File: config.mk
export PLATFORM = sky130hd
export DESIGN_NAME = uart_tx_arb
export DESIGN_NICKNAME = d
export VERILOG_FILES = /design/src/rtl/uart_tx_arb.sv
export SDC_FILE = /design/constraint.sdc
export NUM_CORES = 1
export LEC_CHECK = 0
export CORE_MARGIN = 10
export CORE_UTILIZATION = 41
export CTS_BUF_LIST = sky130_fd_sc_hd__clkbuf_8
export CTS_CLUSTER_SIZE = 8
export DETAILED_ROUTE_END_ITERATION = 10
export PLACE_DENSITY = 0.95
export SYNTH_ARGS = -nofsm -noshare
export SYNTH_HDL_FRONTEND = slang
export SYNTH_SLANG_ARGS = --single-unit
File: constraint.sdc
create_clock -name clk -period 4.1 [get_ports clk]
set_input_delay 1.025 -clock clk [delete_from_list [all_inputs] [get_ports clk]]
set_output_delay 1.025 -clock clk [all_outputs]
set_load 0.005 [all_outputs]
File: src/rtl/uart_tx_arb.sv
// uart_tx_arb: round-robin arbiter that moves requester bytes into a UART transmit FIFO.
// It also contains an independent FIFO-to-transmitter load pacer.
// Optional: define UART_TX_ARB_PRIO0_EN to give requester 0 fixed priority over the ring.

module uart_tx_arb #(
    parameter int WIDTH     = 8,
    parameter int NREQ      = 4,
    parameter int MAX_BURST = 4
) (
    input  logic                  clk,
    input  logic                  rstn,
    input  logic [NREQ-1:0]       req,
    input  logic [NREQ*WIDTH-1:0] req_data,
    input  logic [NREQ-1:0]       req_last,
    output logic [NREQ-1:0]       ack,
    input  logic                  fifo_full,
    input  logic                  fifo_empty,
    output logic                  fifo_we,
    output logic [WIDTH-1:0]      fifo_wdata,
    input  logic                  tr_bz,
    output logic                  tr_data_load,
    output logic [2:0]            owner,
    output logic                  owner_vld
);

    localparam int IW = (NREQ > 1) ? $clog2(NREQ) : 1;
    localparam int CW = $clog2(MAX_BURST + 1);

`ifdef UART_TX_ARB_PRIO0_EN
    // Requester 0 sits outside the ring, so the ring search starts at index 1.
    localparam int RR_LOW = 1;
`else
    localparam int RR_LOW = 0;
`endif

    typedef enum logic [1:0] {
        IDLE = 2'd0,
        ARB  = 2'd1,
        XFER = 2'd2
    } state_t;

    state_t          state_q, state_d;
    logic [IW-1:0]   owner_q, owner_d;
    logic [IW-1:0]   lastOwner_q, lastOwner_d;
    logic            ownerVld_q, ownerVld_d;
    logic [CW-1:0]   cnt_q, cnt_d;
    logic [CW-1:0]   cntInc;
    logic            loadWait_q, loadWait_d;
    logic            load_q, load_d;

    logic            winFound;
    logic [IW-1:0]   winIdx;
    logic            selReq;
    logic            selLast;
    logic [WIDTH-1:0] selData;

    // Two-pass round-robin search: first indices above lastOwner, then wrap to the rest.
    always_comb begin
        winFound = 1'b0;
        winIdx   = '0;
`ifdef UART_TX_ARB_PRIO0_EN
        if (req[0]) begin
            winFound = 1'b1;
            winIdx   = '0;
        end
`endif
        for (int i = RR_LOW; i < NREQ; i++) begin
            if (!winFound && req[i] && (i > int'(lastOwner_q))) begin
                winFound = 1'b1;
                winIdx   = IW'(i);
            end
        end
        for (int i = RR_LOW; i < NREQ; i++) begin
            if (!winFound && req[i] && (i <= int'(lastOwner_q))) begin
                winFound = 1'b1;
                winIdx   = IW'(i);
            end
        end
    end

    always_comb begin
        selReq  = 1'b0;
        selLast = 1'b0;
        selData = '0;
        for (int i = 0; i < NREQ; i++) begin
            if (owner_q == IW'(i)) begin
                selReq  = req[i];
                selLast = req_last[i];
                selData = req_data[i*WIDTH +: WIDTH];
            end
        end
    end

    assign cntInc = cnt_q + CW'(1);

    always_comb begin
        state_d     = state_q;
        owner_d     = owner_q;
        lastOwner_d = lastOwner_q;
        ownerVld_d  = ownerVld_q;
        cnt_d       = cnt_q;
        fifo_we     = 1'b0;
        fifo_wdata  = '0;
        ack         = '0;

        case (state_q)
            IDLE: begin
                if (|req) begin
                    state_d = ARB;
                end
            end
            ARB: begin
                if (winFound) begin
                    owner_d    = winIdx;
                    ownerVld_d = 1'b1;
                    cnt_d      = '0;
                    state_d    = XFER;
                end else begin
                    state_d = IDLE;
                end
            end
            XFER: begin
                fifo_we    = selReq & ~fifo_full;
                fifo_wdata = selData;
                for (int i = 0; i < NREQ; i++) begin
                    ack[i] = fifo_we && (owner_q == IW'(i));
                end
                // A stalled byte (fifo_full) keeps the grant; only an idle requester gives it up.
                if ((fifo_we && (selLast || (cntInc == CW'(MAX_BURST)))) || !selReq) begin
                    state_d    = ARB;
                    ownerVld_d = 1'b0;
`ifdef UART_TX_ARB_PRIO0_EN
                    lastOwner_d = (owner_q == '0) ? lastOwner_q : owner_q;
`else
                    lastOwner_d = owner_q;
`endif
                end
                if (fifo_we) begin
                    cnt_d = cntInc;
                end
            end
            default: begin
                state_d = IDLE;
            end
        endcase
    end

    // Load pacer: one pop per transmitted frame, re-armed once the transmitter reports busy.
    always_comb begin
        load_d     = ~fifo_empty & ~tr_bz & ~loadWait_q;
        loadWait_d = loadWait_q;
        if (tr_bz) begin
            loadWait_d = 1'b0;
        end else if (load_d) begin
            loadWait_d = 1'b1;
        end
    end

    always_ff @(posedge clk or negedge rstn) begin
        if (!rstn) begin
            state_q     <= IDLE;
            owner_q     <= '0;
            lastOwner_q <= IW'(NREQ - 1);
            ownerVld_q  <= 1'b0;
            cnt_q       <= '0;
        end else begin
            state_q     <= state_d;
            owner_q     <= owner_d;
            lastOwner_q <= lastOwner_d;
            ownerVld_q  <= ownerVld_d;
            cnt_q       <= cnt_d;
        end
    end

    always_ff @(posedge clk or negedge rstn) begin
        if (!rstn) begin
            loadWait_q <= 1'b0;
            load_q     <= 1'b0;
        end else begin
            loadWait_q <= loadWait_d;
            load_q     <= load_d;
        end
    end

    assign owner        = 3'(owner_q);
    assign owner_vld    = ownerVld_q;
    assign tr_data_load = load_q;

endmodule
==> flow_summary.toml, run 1 <==
[run_status]
outcome = "finished clean"

[worst_setup_path]
r2r_slack_ps = 2060
crit_type = "input pin to primary output"
startpoint_type = "input pin"
critical_path_arrival_ps = 2740
critical_path.endpoint_type = "primary output"
path_max_fanout = 6
reg2reg_from = "owner_q[1]"
r2r_cells = 4
critPathRequiredTime_ps = 3070
r2r-end = "lastOwner_q[1]"

[final_layout]
finalNetCount = 199
multiInputGateArea_um2 = 637
final_common_cell = "clkdlybuf4s50_1"
area_growth_pct = 63.6
diodes = 0
fillers = 167
fin_cells = 181
final_util_pct = 68.8
final_cell_mix = "clkdlybuf4s50_1, dfrtp_1, and2_1, inv_1"
seq_area_um2 = 303
layout-drive-gt1-share_pct = 10.6

[floorplanning]
dieArea_um2 = 4890
num_rows = 18
die_x_um = 69.9
core_um2 = 2430
pin_count = 63
start_util_pct = 42.0
die_h_um = 69.9

[synthesis]
netlist_area_um2 = 1020
ys_ff_latch = 12
seq_area_frac_synth_pct = 29.6
syn_inst = 90
yosysWarningCount = 0
synth_flop_cell = "dfrtp_1"
syn_area_per_cell_um2 = 11.4
synthArstFlopShare_pct = 100
synth-edff-count = 0
synth_nets = 137
synthDistinctLibCells = 39

[drt]
vias = 1030
post-route-drc-count = 0
detail_route.wirelength_mm = 3.77
via_per_inst = 5.69
drt_iter0_drc = 60
post_drt_wl_per_cell_um = 20.8
first_pass_iters = 4
ant_nets = 0

[global_route]
grt_pass1_vias = 1066
grt_max_degree = 19
grt_first_pass_wirelength_mm = 6.12
antenna_found_initial = 0
globalRouteOverflowTotal = 0
track_usage_pct = 15.3

[pwr]
swShare_pct = 35.8
comb_power_share_pct = 51.4
p_int_mw = 0.519
power.switching_mw = 0.289
p_leak_nw = 0.676
vdd_ir_drop_max_mv = 0.278
power_frac_seq_pct = 32.2
p_per_area_nw_per_um2 = 483
clkPwrFrac_pct = 16.4

[clock_network]
cts.sinks = 12
root_buffer = "clkbuf_8"
path_clk_slew_ps = 50
cts_tree = "done"
h-tree-depth = 1
ctsResizeCount = 0
postCtsHoldBufs = 0
post_cts_buffers = 0
cts_inserted_buffers = 3
clockBufferDepth = 2
clk_latency_ps = 250

[sta]
tightest_slew_ps = 754
slew_headroom_pct = 49.7
fin_worst_skew_ps = 2.95
setup_tns_ps = 0
period_minus_slack_ps = 3770
grt_setup_unrepaired = "no"
fmax_mhz = 265
hold_violations = 0
final-setup-viol-count = 0
period_share_pct = 91.9
slew_violations = 0

[flow_run]
drv_cap = 0

[placed_design]
dp.cells = 177
place_hpwl_mm = 3.09
gp_congestion = 0.856
port_buffers = 61

[worst_hold_path]
holdPathEnd = "tr_data_load"
worstHoldStart = "loadWait_q"
min_path_type = "flip-flop to flip-flop"
hold_depth = 1
## layout make-up
class / instances / area share [%]
Clock buffer: 4 / 3.29
Timing Repair Buffer: 62 / 36.9
Inverter: 6 / 1.35
Sequential cell: 12 / 18.1
Multi-Input combinational cell: 67 / 38.1
Tap cell: 30 / 2.24
## worst max path at each step
stage | start | end | slack [ps]
after global placement | req[3] | fifo_we | 380
after CTS | req[0] | fifo_we | 340
after floorplan | req[3] | fifo_we | 1370
after global routing | fifo_full | ack[1] | 220
after detailed placement | req[0] | fifo_we | 350
final | req[3] | fifo_we | 330
## synthesized netlist by cell type (2+ instances only)
library cell	count	area [um2]
a211oi_1	3	22.5
a21oi_1	3	15.0
and2_1	8	50.1
clkbuf_8	3	41.3
dfrtp_1	10	250
dfstp_2	2	52.6
ha_1	2	25.0
inv_1	6	22.5
mux2_1	2	22.5
mux2i_1	4	40.0
mux4_1	4	105
mux4_2	5	113
nand2_1	5	18.8
nand2b_1	3	18.8
nor2_1	3	11.3
nor3_1	2	10.0
o21ai_0	2	10.0
o221ai_1	2	17.5
## kinds of logic after synthesis
kind of cell | synth area share [%]
and+or+nand+nor | 18.2
AOI/OAI and AO/OA | 13.0
muxes | 27.4
DFF | 29.6
buffers and inverters | 8.08
adders and majority gates | 2.45
other | 0.367
xor gates and xnor gates | 0.857
## per-layer routing
layer	global-route usage, %	part of all wire (%)
met5	0	0
met4	3.95	1.0
met3	6.07	12
met2	23.0	41
met1	19.9	46
## state kept, by name, indices dropped and copies added, names as in the netlist
name          cells
owner_vld         1
owner_q           2
lastOwner_q       2
tr_data_load      1
cnt_q             3
state_q           2
loadWait_q        1
## per-stage QoR
stage	instance area, um2	setup WS, ps	power, mW	hold WS (ps)
finish	1670	331	0.808	422
global route	1670	223	0.868	450
CTS	1670	345	0.814	427
detailed placement	1620	351	0.677	417
global placement	1620	382	0.657	412
floorplan	1020	1370	0.521	401
## power groups by stage
stage                     sequential [mW]  clock (mW)  combinational (mW)
after global placement              0.257           0               0.399
after detailed placement            0.261           0               0.416
after CTS                           0.260       0.136               0.418
after global routing                0.274       0.143               0.452
after floorplan                     0.202           0               0.319
final                               0.260       0.132               0.415
## critical path, stage by stage
cell and delay (ps):
clkdlybuf4s50_1 490, mux4_2 560, nand2_1 170, inv_1 50
clkdlybuf4s50_1 440
Note: power is estimated with default switching activity, not from simulation.
==> run 2, diff against run 1 <==
Settings changed: CORE_UTILIZATION 41 to 40, CTS_BUF_LIST sky130_fd_sc_hd__clkbuf_8 to sky130_fd_sc_hd__clkbuf_4 sky130_fd_sc_hd__clkbuf_8 sky130_fd_sc_hd__clkbuf_16.
==> run 2 against run 1 <==
Die area rose by 1.8%. Core utilization fell by 1.4 points. Combinational power fell by 2%. Critical path depth rose by 1. Maximum frequency fell by 0.81%. Critical path type unchanged. Sequential cell count did not move. Total power fell by 5.9%.
==> flow_summary.toml, run 2 (synthesized netlist as in run 1, its figures left out) <==
[final_layout]
final_cell_mix = "clkdlybuf4s50_1, dfrtp_1, and2_1, inv_1"
area_growth_pct = 61.8
finalNetCount = 199
fillers = 180
final_common_cell = "clkdlybuf4s50_1"
final_cell_area_um2 = 1650
diodes = 0
final_util_pct = 67.4
regMostFlops = "cnt_q"
largest_reg_flops = 3
layout-drive-gt1-share_pct = 10.6

[floorplanning]
pin_count = 63
start_util_pct = 41.6
dieArea_um2 = 4980
num_rows = 18
die_h_um = 70.6
die_x_um = 70.6
core_um2 = 2450

[sta]
fin_hold_ws_ps = 439
fin_worst_skew_ps = 4.48
fmax_mhz = 263
slew_violations = 0
tightest_slew_ps = 767
period_share_pct = 92.7
final-setup-viol-count = 0
grt_setup_unrepaired = "no"
setup_tns_ps = 0
hold_violations = 0
period_minus_slack_ps = 3800
slew_headroom_pct = 48.9

[worst_setup_path]
reg2reg_from = "owner_q[1]"
startpoint_type = "input pin"
r2r_slack_ps = 2040
critPathRequiredTime_ps = 3070
critical_path_arrival_ps = 2770
crit_type = "input pin to primary output"
path_max_fanout = 4
critical_path.endpoint_type = "primary output"
r2r-end = "lastOwner_q[0]"
r2r_cells = 4

[clock_network]
ctsResizeCount = 0
cts_tree = "done"
cts.sinks = 12
h-tree-depth = 1
post_cts_buffers = 0
root_buffer = "clkbuf_4"
cts_inserted_buffers = 3
postCtsHoldBufs = 0
clk_latency_ps = 280
path_clk_slew_ps = 70
clockBufferDepth = 2

[run_status]
outcome = "finished clean"

[global_route]
grt_pass1_vias = 1062
track_usage_pct = 12.0
grt_first_pass_wirelength_mm = 5.09
globalRouteOverflowTotal = 0
antenna_found_initial = 0
grt_max_degree = 19

[pwr]
vdd_ir_drop_max_mv = 0.316
p_per_area_nw_per_um2 = 460
p_leak_nw = 0.668
totalPowerFinal_mw = 0.760

[drt]
via_per_inst = 5.44
drt_iter0_drc = 37
post-route-drc-count = 0
first_pass_iters = 4
post_drt_wl_per_cell_um = 17.9
detail_route.wirelength_mm = 3.24
vias = 984
ant_nets = 0

[worst_hold_path]
holdPathEnd = "tr_data_load"
worstHoldStart = "loadWait_q"
hold_depth = 1
min_path_type = "flip-flop to flip-flop"

[placed_design]
place_hpwl_mm = 2.68
port_buffers = 61
gp_congestion = 0.864
dpl_cell_area_um2 = 1620

[flow_run]
drv_cap = 0
run 2: cell counts in the layout (fill, tap and decap cells not counted):
Identical to the previous run, type by type.
run 2: layer usage:
metal | wire length [um] | vias to the layer above | global-route usage (%) | share of wire, %
li1 | - | 466 | - | -
met1 | 1310 | 463 | 13.5 | 40
met2 | 1570 | 53 | 21.0 | 49
met3 | 341 | 2 | 5.30 | 11
met4 | 14 | 0 | 1.94 | 0.43
met5 | 0 | - | 0 | 0
run 2: per-stage QoR:
step           worst slack (ps)  instances
5_1_grt                     158        181
3_3_place_gp                313        177
2_1_floorplan              1370         90
6_report                    301        181
3_5_place_dp                297        177
4_1_cts                     277        181
run 2: worst max-delay path by stage:
stage | start | endpoint | slack [ps] | cells past startpoint
4_1_cts | fifo_full | ack[1] | 280 | 6
5_1_grt | fifo_full | ack[0] | 160 | 5
2_1_floorplan | req[3] | fifo_we | 1370 | 3
3_5_place_dp | fifo_full | ack[0] | 300 | 5
3_3_place_gp | fifo_full | ack[0] | 310 | 5
6_report | fifo_full | ack[1] | 300 | 6
run 2: where the power goes:
part,total (mW),internal [mW],switching (mW),leakage (nW)
sequential,0.260,0.167,0.0929,0.148
clock,0.0946,0.0540,0.0405,0.0210
combinational,0.406,0.266,0.140,0.500
run 2: area by class of cell:
class                      count  area, um2  share of cell area [%]
timing repair buffer          62        618                    37.4
clock buffer                   4       36.3                    2.19
tap                           30       37.5                    2.27
inverter                       6       22.5                    1.36
sequential                    12        303                    18.3
multi-input combinational     67        637                    38.5
run 2: critical path: stages:
cell and delay [ps]:
clkdlybuf4s50_1 490, nor3b_1 330, buf_4 190, nand2_1 50
nor3_1 150, clkdlybuf4s50_1 530
==> run 3, diff against run 2 <==
Settings changed: ABC_AREA set to 1, CORE_UTILIZATION 40 to 41, GPL_TIMING_DRIVEN set to 0.
==> run 3 against run 2 <==
Critical path depth grew 2. Hold slack lost 8.1 ps. Combinational power grew 51%. Count of clock-buffer cells in the layout is the same. Final area grew 5.8%. Largest cell class unchanged.
==> flow_summary.toml, run 3 <==
[run_status]
outcome = "finished clean"

[pwr]
vdd_ir_drop_max_mv = 0.416
p_per_area_nw_per_um2 = 511
totalPowerFinal_mw = 0.895
p_leak_nw = 0.830

[sta]
fmax_mhz = 271
slew_headroom_pct = 65.5
slew_violations = 0
hold_violations = 0
period_share_pct = 89.9
fin_hold_ws_ps = 431
grt_setup_unrepaired = "no"
setup_tns_ps = 0
fin_worst_skew_ps = 9.27
final-setup-viol-count = 0
period_minus_slack_ps = 3690
tightest_slew_ps = 516

[final_layout]
regMostFlops = "cnt_q"
largest_reg_flops = 3
final_util_pct = 70.7
finalNetCount = 278
final_cell_area_um2 = 1750
area_growth_pct = 63.2
final_cell_mix = "clkdlybuf4s50_1, nand2_1, inv_1, nor2_1, nand3_1"
final_common_cell = "clkdlybuf4s50_1"
layout-drive-gt1-share_pct = 12.2
diodes = 0

[floorplanning]
num_rows = 18
die_h_um = 71.1
dieArea_um2 = 5060
core_um2 = 2480
die_x_um = 71.1
start_util_pct = 43.3
pin_count = 63

[synthesis]
synth_area_leaders = "dfrtp_1, nand2_1, nand3_1"
synthArstFlopShare_pct = 100
synth_top_family_by_area = "simple AND/OR/NAND/NOR gates"
synth_fa_ha_area_share_pct = 2.33
ys_ff_latch = 12
yosys.area_share.simple_pct = 41.7
synth_most_common_cell = "nand2_1"
syn_area_per_cell_um2 = 6.50
synth_flop_cell = "dfrtp_1"
yosysWarningCount = 0
seq_area_frac_synth_pct = 28.2
syn_inst = 165
synth_compound_area_share_pct = 16.1
netlist_area_um2 = 1070
synth-xor-area-share_pct = 0
synthMuxAreaShare_pct = 0
ys_top_cells_by_count = "nand2_1, inv_1, nor2_1"
synth_nets = 212
synthDistinctLibCells = 27
synth-edff-count = 0
yosysTopAreaCell = "dfrtp_1"
synth_top_area_share_pct = 23.3

[drt]
ant_nets = 0
via_per_inst = 4.89
first_pass_iters = 4
drt_iter0_drc = 79
vias = 1271
post-route-drc-count = 0
detail_route.wirelength_mm = 3.53
post_drt_wl_per_cell_um = 13.6

[placed_design]
gp_congestion = 0.793
dpl_cell_area_um2 = 1720
place_hpwl_mm = 3.03
port_buffers = 61

[global_route]
track_usage_pct = 14.1
grt_first_pass_wirelength_mm = 5.93
globalRouteOverflowTotal = 0
antenna_found_initial = 0
grt_pass1_vias = 1256
grt_max_degree = 13

[clock_network]
postCtsHoldBufs = 0
post_cts_buffers = 0
cts_tree = "done"
cts_inserted_buffers = 3
ctsResizeCount = 0
clockBufferDepth = 2
cts.sinks = 12
clk_latency_ps = 270
root_buffer = "clkbuf_4"
h-tree-depth = 1
path_clk_slew_ps = 70

[flow_run]
drv_cap = 0

[worst_setup_path]
crit_type = "input pin to primary output"
r2r_slack_ps = 2620
startpoint_type = "input pin"
critical_path.endpoint_type = "primary output"
critPathRequiredTime_ps = 3070
path_max_fanout = 8
r2r_cells = 7
critical_path_arrival_ps = 2660

[worst_hold_path]
min_path_type = "flip-flop to flip-flop"
hold_depth = 1
[run 3: changes by cell type after synthesis, moves of 8 or more]
cell / delta
o21ai_0: +9
nor2_1: +14
nand2_1: +44
inv_1: +12
nand3_1: +13
and2_1: -8
[run 3: critical path, stage by stage]
cell             delay (ps)
clkdlybuf4s50_1         520
inv_1                    90
o21ai_2                 140
o21ai_2                  80
nand2_4                  80
nand2_4                  90
nor2_1                  100
clkdlybuf4s50_1         520
[run 3: final cells by class]
class / instances / area, um2
tap: 30 / 37.5
timing repair buffer: 61 / 611
sequential: 12 / 303
clock buffer: 4 / 30.0
inverter: 22 / 91.3
fill: 205 / 727
buffer: 3 / 30.0
multi-input combinational: 128 / 648
[run 3: logic make-up after synthesis]
group / after synthesis
adder cells (fa/ha/maj): 2
AO/OA/AOI/OAI: 29
buffers and inverters: 25
other: 1
flip-flops: 12
AND/OR/NAND/NOR: 96
[run 3: worst paths after layout]
path,start,to
min reg2reg,loadWait_q,tr_data_load
max reg2reg,state_q[0],cnt_q[2]
min in group asynchronous,rstn,cnt_q[0]
max in group asynchronous,rstn,lastOwner_q[0]
min,loadWait_q,tr_data_load
max,req[1],ack[3]
[run 3: layer usage]
layer / vias up / track usage, % / share of wire [%]
li1: 662 / - / -
met1: 551 / 18.2 / 45
met2: 56 / 21.8 / 45
met3: 2 / 4.18 / 9.9
met4: 0 / 4.52 / 0.40
met5: - / 0 / 0
[run 3: report_power, final]
group	total, mW	leakage [nW]	internal, mW	switching, mW
Clock	0.0804	0.0184	0.0443	0.0361
Sequential	0.203	0.147	0.165	0.0373
Combinational	0.612	0.665	0.270	0.342
[run 3: metrics by stage]
| step | instances | setup WS, ps |
|---|---|---|
| 2_1_floorplan | 165 | 1530 |
| 3_3_place_gp | 256 | 405 |
| 3_5_place_dp | 256 | 404 |
| 4_1_cts | 260 | 397 |
| 5_1_grt | 260 | 302 |
| 6_report | 260 | 415 |
